$ cat src/rtl/counter_sweep_ctrl.sv
// -----------------------------------------------------------------------------
// counter_sweep_ctrl
//
// Control side of a universal up/down binary counter. On start it loads
// start_val into the counter, then sweeps q up, down or triangularly to
// stop_val. A shadow copy of the expected count (r_exp) is checked against the
// counter's q / max_tick / min_tick feedback on every RUN cycle; any
// disagreement ends the sweep with err and aborted set.
//
// Ports
//   clk        in   1      rising-edge clock
//   reset      in   1      asynchronous, active-low reset
//   start      in   1      1-cycle sweep request, sampled only in IDLE
//   mode       in   2      00 up-once, 01 down-once, 10 triangle-once,
//                          11 triangle-continuous
//   start_val  in   N      value loaded into the counter at sweep start
//   stop_val   in   N      sweep end point (turn point in triangle modes)
//   abort      in   1      terminate any active sweep
//   q          in   N      counter output
//   max_tick   in   1      counter at all-ones
//   min_tick   in   1      counter at zero
//   syn_clr    out  1      counter synchronous clear (asserted in FIN)
//   load       out  1      counter parallel load (asserted in LOAD)
//   en         out  1      counter count enable (combinational on q/abort)
//   up         out  1      counter direction, 1 = up
//   d          out  N      counter load data
//   busy       out  1      high in every state except IDLE
//   done       out  1      1-cycle pulse on entry to FIN
//   aborted    out  1      high with done when the sweep ended early
//   err        out  1      sticky mismatch flag, cleared by reset or start
//   sweep_cnt  out  CNT_W  completed sweeps since the last start
// -----------------------------------------------------------------------------
module counter_sweep_ctrl #(
  parameter int N     = 8,
  parameter int CNT_W = 8
) (
  input  logic             clk,
  input  logic             reset,
  input  logic             start,
  input  logic [1:0]       mode,
  input  logic [N-1:0]     start_val,
  input  logic [N-1:0]     stop_val,
  input  logic             abort,
  input  logic [N-1:0]     q,
  input  logic             max_tick,
  input  logic             min_tick,
  output logic             syn_clr,
  output logic             load,
  output logic             en,
  output logic             up,
  output logic [N-1:0]     d,
  output logic             busy,
  output logic             done,
  output logic             aborted,
  output logic             err,
  output logic [CNT_W-1:0] sweep_cnt
);

  typedef enum logic [2:0] {
    S_IDLE,
    S_LOAD,
    S_RUN_UP,
    S_RUN_DN,
    S_FIN
  } state_t;

  typedef enum logic [1:0] {
    M_UP       = 2'b00,
    M_DOWN     = 2'b01,
    M_TRI      = 2'b10,
    M_TRI_CONT = 2'b11
  } mode_t;

  state_t           r_state;
  state_t           w_state_nxt;
  mode_t            r_mode;
  logic [N-1:0]     r_start_val;
  logic [N-1:0]     r_stop_val;
  logic [N-1:0]     r_exp;
  logic             r_err;
  logic [CNT_W-1:0] r_sweep_cnt;
  logic             r_syn_clr;
  logic             r_load;
  logic             r_up;
  logic [N-1:0]     r_d;
  logic             r_busy;
  logic             r_done;
  logic             r_aborted;

  logic             w_accept;
  logic             w_cfg_bad;
  logic [N-1:0]     w_end_dn;
  logic             w_en;
  logic             w_check_fail;
  logic             w_set_err;
  logic             w_fin_aborted;
  logic             w_sweep_inc;

  // Start is only honoured in IDLE; a request while busy is dropped.
  assign w_accept = (r_state == S_IDLE) && start;

  // Direction-dependent sanity check on the incoming (not yet latched) config.
  assign w_cfg_bad = (mode == M_DOWN) ? (stop_val > start_val)
                                      : (stop_val < start_val);

  // Down-sweeps end at stop_val for down-once, but return to start_val when
  // they are the falling half of a triangle.
  assign w_end_dn = (r_mode == M_DOWN) ? r_stop_val : r_start_val;

  // ---------------------------------------------------------------------------
  // Next-state and combinational control
  // ---------------------------------------------------------------------------
  always_comb begin
    // NOTE: every signal gets a default before the case so no path through
    // this block leaves one unassigned, which would infer a latch.
    w_state_nxt   = r_state;
    w_en          = 1'b0;
    w_check_fail  = 1'b0;
    w_set_err     = 1'b0;
    w_fin_aborted = 1'b0;
    w_sweep_inc   = 1'b0;

    case (r_state)
      S_IDLE: begin
        if (start) begin
          if (w_cfg_bad) begin
            w_state_nxt   = S_FIN;
            w_set_err     = 1'b1;
            w_fin_aborted = 1'b1;
          end else begin
            w_state_nxt = S_LOAD;
          end
        end
      end

      S_LOAD: begin
        w_state_nxt = (r_mode == M_DOWN) ? S_RUN_DN : S_RUN_UP;
      end

      S_RUN_UP: begin
        w_en         = (q != r_stop_val);
        // max_tick anywhere but the end point means the counter wrapped.
        w_check_fail = (q != r_exp) || (max_tick && (q != r_stop_val));
        if (!w_en) begin
          if (r_mode == M_UP) begin
            w_state_nxt = S_FIN;
            w_sweep_inc = 1'b1;
          end else begin
            w_state_nxt = S_RUN_DN;
          end
        end
      end

      S_RUN_DN: begin
        w_en         = (q != w_end_dn);
        w_check_fail = (q != r_exp) || (min_tick && (q != w_end_dn));
        if (!w_en) begin
          w_sweep_inc = 1'b1;
          // Continuous triangle turns straight back up without reloading.
          w_state_nxt = (r_mode == M_TRI_CONT) ? S_RUN_UP : S_FIN;
        end
      end

      S_FIN: begin
        w_state_nxt = S_IDLE;
      end

      default: begin
        w_state_nxt = S_IDLE;
      end
    endcase

    // A feedback mismatch ends the sweep as a failure.
    if (w_check_fail) begin
      w_state_nxt   = S_FIN;
      w_set_err     = 1'b1;
      w_fin_aborted = 1'b1;
      w_sweep_inc   = 1'b0;
    end

    // abort outranks everything in the active states, and it must stop the
    // counter in the same cycle, hence the combinational gating of en.
    if (abort && (r_state inside {S_LOAD, S_RUN_UP, S_RUN_DN})) begin
      w_en          = 1'b0;
      w_state_nxt   = S_FIN;
      w_set_err     = 1'b0;
      w_fin_aborted = 1'b1;
      w_sweep_inc   = 1'b0;
    end
  end

  // ---------------------------------------------------------------------------
  // State, shadow model and sweep bookkeeping
  // ---------------------------------------------------------------------------
  // NOTE: sequential state uses non-blocking assignments only, so every flop
  // samples the pre-edge values and ordering between blocks cannot matter.
  always_ff @(posedge clk or negedge reset) begin
    if (!reset) begin
      r_state     <= S_IDLE;
      r_mode      <= M_UP;
      r_start_val <= '0;
      r_stop_val  <= '0;
      r_exp       <= '0;
      r_err       <= 1'b0;
      r_sweep_cnt <= '0;
    end else begin
      r_state <= w_state_nxt;

      if (w_accept) begin
        r_mode      <= mode_t'(mode);
        r_start_val <= start_val;
        r_stop_val  <= stop_val;
      end

      // The shadow count follows exactly the enable actually driven out.
      if (r_state == S_LOAD) begin
        r_exp <= r_start_val;
      end else if ((r_state == S_RUN_UP) && w_en) begin
        r_exp <= r_exp + N'(1);
      end else if ((r_state == S_RUN_DN) && w_en) begin
        r_exp <= r_exp - N'(1);
      end

      // A new start clears err unless the new config is itself rejected.
      if (w_accept) begin
        r_err <= w_set_err;
      end else if (w_set_err) begin
        r_err <= 1'b1;
      end

      if (w_accept) begin
        r_sweep_cnt <= '0;
      end else if (w_sweep_inc) begin
        r_sweep_cnt <= r_sweep_cnt + CNT_W'(1);
      end
    end
  end

  // ---------------------------------------------------------------------------
  // Registered outputs, decoded from the state being entered so each one is
  // valid for exactly the cycles spent in that state.
  // ---------------------------------------------------------------------------
  always_ff @(posedge clk or negedge reset) begin
    if (!reset) begin
      r_syn_clr <= 1'b0;
      r_load    <= 1'b0;
      r_up      <= 1'b0;
      r_d       <= '0;
      r_busy    <= 1'b0;
      r_done    <= 1'b0;
      r_aborted <= 1'b0;
    end else begin
      r_syn_clr <= (w_state_nxt == S_FIN);
      r_load    <= (w_state_nxt == S_LOAD);
      r_up      <= (w_state_nxt == S_RUN_UP);
      r_busy    <= (w_state_nxt != S_IDLE);
      r_done    <= (w_state_nxt == S_FIN);
      r_aborted <= (w_state_nxt == S_FIN) && w_fin_aborted;
      if (w_accept) begin
        r_d <= start_val;
      end
    end
  end

  assign syn_clr   = r_syn_clr;
  assign load      = r_load;
  assign en        = w_en;
  assign up        = r_up;
  assign d         = r_d;
  assign busy      = r_busy;
  assign done      = r_done;
  assign aborted   = r_aborted;
  assign err       = r_err;
  assign sweep_cnt = r_sweep_cnt;

endmodule
$ cat config.mk
export PLATFORM = sky130hd
export DESIGN_NAME = counter_sweep_ctrl
export DESIGN_NICKNAME = d
export VERILOG_FILES = /design/src/rtl/counter_sweep_ctrl.sv
export SDC_FILE = /design/constraint.sdc
export NUM_CORES = 1
export LEC_CHECK = 0
export BUFFER_PORTS_ARGS = -buffer_cell sky130_fd_sc_hd__buf_2
export CORE_ASPECT_RATIO = 0.8
export CORE_UTILIZATION = 59
export CTS_CLUSTER_DIAMETER = 80
export CTS_CLUSTER_SIZE = 10
export DETAILED_ROUTE_END_ITERATION = 10
export GPL_TIMING_DRIVEN = 0
export PLACE_DENSITY = 0.82
export SLEW_MARGIN = 10
export SYNTH_ARGS = -nofsm -noshare
export SYNTH_HDL_FRONTEND = slang
export SYNTH_SLANG_ARGS = --single-unit
$ cat constraint.sdc
create_clock -name clk -period 7.1 [get_ports clk]
set_input_delay 0.71 -clock clk [delete_from_list [all_inputs] [get_ports clk]]
set_output_delay 0.71 -clock clk [all_outputs]
set_load 0.1 [all_outputs]
# --- Word-level counts from Yosys, hierarchy flattened ---
# Index checks and enable logic that the tools add are counted.
totals:
  word_cells: 79
  ff_bits: 43
  in_bits: 32
classes:
  n_eq_ne: 12
  n_reduce_logical: 16
  add_sub_neg: 3
  n_lt_le_gt_ge: 2
  n_mux: 34
ops:
  columns: ["operator", "count"]
  rows:
  - ["2-to-1 mux 8 bit", 6]
  - ["2-to-1 mux 3 bit", 8]
  - ["!= test 8 bit", 3]
  - ["adder 8 x 1 -> 8 bit (second input constant)", 2]
  - ["2-to-1 mux 1 bit", 16]
  - ["case mux 3 bit (4 select lines)", 1]
  - ["equality test 3 x 2 -> 1 bit (second input constant)", 3]
  - ["nonzero test 3 bit", 3]
  - ["greater-than comparator 8 bit", 1]
  - ["less-than comparator 8 bit", 1]
  - ["subtractor 8 x 1 -> 8 bit (second input constant)", 1]
  - ["logical AND 1 bit", 7]
  - ["equality test 3 x 1 -> 1 bit (second input constant)", 2]
  - ["case mux 1 bit (2 select lines)", 3]
  - ["equality test 2 x 1 -> 1 bit (second input constant)", 2]
  - ["nonzero test 2 bit", 2]
  - ["equality test 3 bit (second input constant)", 1]
  - ["logical NOT 3 bit", 1]
  - ["equality test 2 bit (second input constant)", 1]
  - ["logical NOT 2 bit", 1]
  - ["logical OR 1 bit", 2]

# --- Depth between registers and ports, before layout ---
depth:
  word_depth: 10
  depth_mapped: 13
  ltp_nobuf: 12

# --- Worst setup path after synthesis ---
# Ideal clock, no wire load.
synth_timing:
  kind: "input -> register"
  from: "input q[3]"
  to: "register r_exp[7]"
  arrival_time_ns: 3.203
  path_stages: 11
  slack_ns: 3.771
  setup_time_ns: 0.126
  cell_sequence: "xnor2_1 -> nand4_1 -> nor2_2 -> nand4b_1 -> ha_1 -> nor2b_1 -> o31a_1 -> o41ai_1 -> xor2_1 -> a21o_1 -> a221o_1"
synth_between:
  elab_chain_len: 6
  word_cells_on_any_way: 9
  cone_classes: "2 x eq/ne; 4 x mux; 3 x reduce/logical"
synth_lines:
  columns: ["item", "line", "source"]
  rows:
  - ["start: declaration", "44", "input logic [N-1:0] q,"]
  - ["!= test 8 bit (on tied branches)", "155, 141", null]
  - ["case mux 1 bit (2 select lines) (*)", "123", "case (r_state)"]
  - ["2-to-1 mux 1 bit (*)", "183", "if (abort && (r_state inside {S_LOAD, S_RUN_UP, S_RUN_DN})) begin"]
  - ["logical AND 1 bit", "218", "end else if ((r_state == S_RUN_UP) && w_en) begin"]
  - ["2-to-1 mux 8 bit", "218", null]
  - ["2-to-1 mux 8 bit", "216", "if (r_state == S_LOAD) begin"]
  - ["end signal: assignment", "217", "r_exp <= r_start_val;"]
  - ["end signal: assignment", "219", "r_exp <= r_exp + N'(1);"]
  - ["end signal: assignment", "221", "r_exp <= r_exp - N'(1);"]
  - ["end: declaration", "79", "logic [N-1:0] r_exp;"]
# Every way passes the cells marked *; elsewhere a longest branch is shown, timed or not.
# A chain may end at the register's enable or synchronous reset.

# --- Worst setup path in the final report ---
layout_timing:
  from: "register r_state[0]"
  to: "register r_exp[7]"
layout_between:
  elab_chain_len: 7
  word_cells_on_any_way: 12
  cone_classes: "3 x eq/ne; 4 x mux; 5 x reduce/logical"
layout_lines:
  columns: ["item", "line", "source"]
  rows:
  - ["start: declaration", "74", "state_t r_state;"]
  - ["start signal: assignment", "207", "r_state <= w_state_nxt;"]
  - ["equality test 3 x 1 -> 1 bit, or another cell as far along", "183, 216", null]
  - ["nonzero test 3 bit", "183", null]
  - ["logical AND 1 bit", "183", null]
  - ["2-to-1 mux 1 bit", "183", null]
  - ["logical AND 1 bit", "218", null]
  - ["2-to-1 mux 8 bit", "218", null]
  - ["2-to-1 mux 8 bit", "216", null]
# Several ways; a longest one is shown, not always the timed one.

==> flow_summary.json <==
{
  "grt_first_pass_wirelength_um": 10500,
  "drt_pass1_iterations": 4,
  "criticalPathCategory": "reg -> reg",
  "grt_max_degree": 44,
  "synth_area_um2": 2770,
  "crit-reg2reg-capture": "r_exp[7]",
  "cts_buffers": 5,
  "critPathArrivalTime_ps": 3830,
  "synth_edf_count": 0,
  "min_period_ps": 3660,
  "p_per_area_nw_per_um2": 490,
  "p_leak_uw": 0.00156,
  "vdd_drop_max_uv": 253,
  "grt_use_met1": 0.395,
  "finalHoldViolations": 0,
  "synth_seq_cells": 43,
  "dp_hpwl_um": 4670,
  "finalClockSkew_ps": 4.29,
  "cts_tree": "yes",
  "dieArea_um2": 4970,
  "vias": 2421,
  "io_pins": 56,
  "ys_warn_count": 0,
  "core_area_um2": 4340,
  "grt_overflow": 0,
  "holdBufCountCts": 0,
  "async_reset_ff_frac": 1.00,
  "start_util": 0.639,
  "top_usage_layer": "met2",
  "cts_root_buffer": "clkbuf_8",
  "timing.fmax_mhz": 273,
  "layout.nets": 411,
  "drt_iter0_markers": 275,
  "reg2reg_depth": 12,
  "drt_wl_total_um": 6190,
  "die_h_um": 63.3,
  "grt_pass1_vias": 2258,
  "viasPerCell": 5.76,
  "grt.met2_usage": 0.415,
  "clk_pin_slew_ps": 80,
  "worstHoldStart": "sweep_cnt[7]",
  "relSlewSlack": 0.385,
  "finalCritPeriodShare": 0.515,
  "rows": 21,
  "max-cap-violations": 0,
  "fin_util": 0.743,
  "htree_num_levels": 2,
  "ys_types": 55,
  "syn_area_per_cell_um2": 9.23,
  "reg2reg_slack_ps": 3440,
  "ant_nets": 0,
  "startpoint_type": "flip-flop",
  "cp.required_ps": 7280,
  "critical_path.max_fanout": 10,
  "cts_sinks": 43,
  "drive_gt1_frac": 0.220,
  "hp-class": "reg -> reg",
  "die_w_um": 78.6,
  "dp_cells": 412,
  "post_cts_resized": 0,
  "syn2layout_area_growth_pct": 16.3,
  "grtUsageMet3": 0.0493,
  "holdWs_ps": 481,
  "regArea_um2": 1080,
  "grt_use_total": 0.276,
  "clk_latency_ps": 290,
  "hold-path-cell-count": 1,
  "setup_viol": 0,
  "worst_pin_slew_ps": 923,
  "drc": 0,
  "routabilityCongestion": 0.864,
  "diodes": 0,
  "final_cells": 420,
  "multi_input_area_um2": 1570,
  "synth_seq_area_share": 0.389,
  "rsz0062_at_grt": "false",
  "finalMaxSlewViolations": 0,
  "antenna_found_initial": 0,
  "io_buffers": 55,
  "fill_cells": 334,
  "clockBufferDepth": 2,
  "r2r_start": "r_state[0]",
  "status": "finished, final reports clean",
  "synth_cells": 300,
  "hold_path_end": "sweep_cnt[7]",
  "postCtsSetupBuffers": 0,
  "tns_ps": 0,
  "synthesis.nets": 349,
  "setup.worst_path.end_class": "flip-flop",
  "synth-main-ff-cell": "dfrtp_1",
  "wire_per_inst_um": 14.7
}
==> worst max-delay path, cell delays in order (launching register included) <==
cell	delay [ps]
dfrtp_1	360
buf_2	180
inv_1	170
a21oi_1	110
nand2_1	260
nand4b_1	520
ha_1	540
nor2b_1	160
o31a_1	260
o41ai_1	330
xor2_1	160
a21o_1	200
a221o_1	290
==> worst max-delay path by stage <==
| stage | end | startpoint |
|---|---|---|
| floorplan | r_exp[7] | q[3] |
| global placement | r_exp[7] | q[3] |
| detailed placement | r_exp[7] | q[3] |
| finish | r_exp[7] | r_state[0] |
| CTS | r_exp[7] | r_state[0] |
| global route | r_exp[7] | r_state[0] |
==> report_power, final <==
group	switching, uW	leakage (uW)	internal, uW
Sequential	94.3	0.000548	339
Combinational	660	0.000962	310
Clock	84.5	0.0000505	88.5
Total	839	0.00156	737
==> per-layer routing <==
layer | wire, um | vias up
li1 | - | 1178
met1 | 2970 | 1148
met2 | 2790 | 85
met3 | 342 | 10
met4 | 83 | 0
met5 | 0 | -
==> cell families after synthesis <==
group | share of synthesized area
fa+ha+maj | 0.0795
mux | 0.0253
flops | 0.389
buf+inv | 0.0456
xor+xnor | 0.101
compound gates | 0.149
simple gates | 0.211
==> layout make-up <==
type | instances | area share
Timing Repair Buffer | 55 | 0.0855
Tap cell | 57 | 0.0222
Clock buffer | 7 | 0.0299
Buffer | 12 | 0.0206
Inverter | 16 | 0.0187
Multi-Input combinational cell | 229 | 0.487
Clock inverter | 1 | 0.00233
Sequential cell | 43 | 0.334
==> metrics by stage <==
| stage | cell area, um2 | setup WS [ps] | total power (uW) |
|---|---|---|---|
| floorplan | 2770 | 3770 | 1210 |
| global placement | 3120 | 3220 | 1370 |
| detailed placement | 3120 | 3220 | 1400 |
| CTS | 3220 | 3470 | 1580 |
| global route | 3220 | 3230 | 1690 |
| finish | 3220 | 3440 | 1580 |
==> layout by cell type, fill, tap and decap left out, types with 3 or more instances in the layout <==
master	n
xor2_1	3
dfrtp_1	43
or3_1	3
clkbuf_8	7
nand3_1	6
nand4_1	8
a221o_1	3
a31oi_1	3
xnor2_1	29
mux2i_1	7
inv_1	15
ha_1	16
buf_2	57
o211ai_1	5
a21oi_1	13
nor3_1	3
o21ai_0	17
clkbuf_1	7
nand2_1	52
or4_1	4
nor2_1	20
a21o_1	3
==> synth_stat cells, types with 4 or more instances <==
cell,instances,area (um2)
nand2_1,52,195
dfrtp_1,43,1080
xnor2_1,29,254
nor2_1,20,75.1
o21ai_0,17,85.1
ha_1,16,200
inv_1,15,56.3
a21oi_1,13,65.1
nand4_1,8,50.1
clkbuf_1,7,26.3
mux2i_1,7,70.1
nand3_1,6,30.0
o211ai_1,5,37.5
or4_1,4,30.0
==> flip-flops by register name, indices dropped and copies added, names as in the netlist <==
signal,flops
load,1
r_exp,8
done,1
aborted,1
d,8
err,1
sweep_cnt,8
up,1
busy,1
r_mode,2
r_state,3
r_stop_val,8
(Power assumes the default switching activity.)
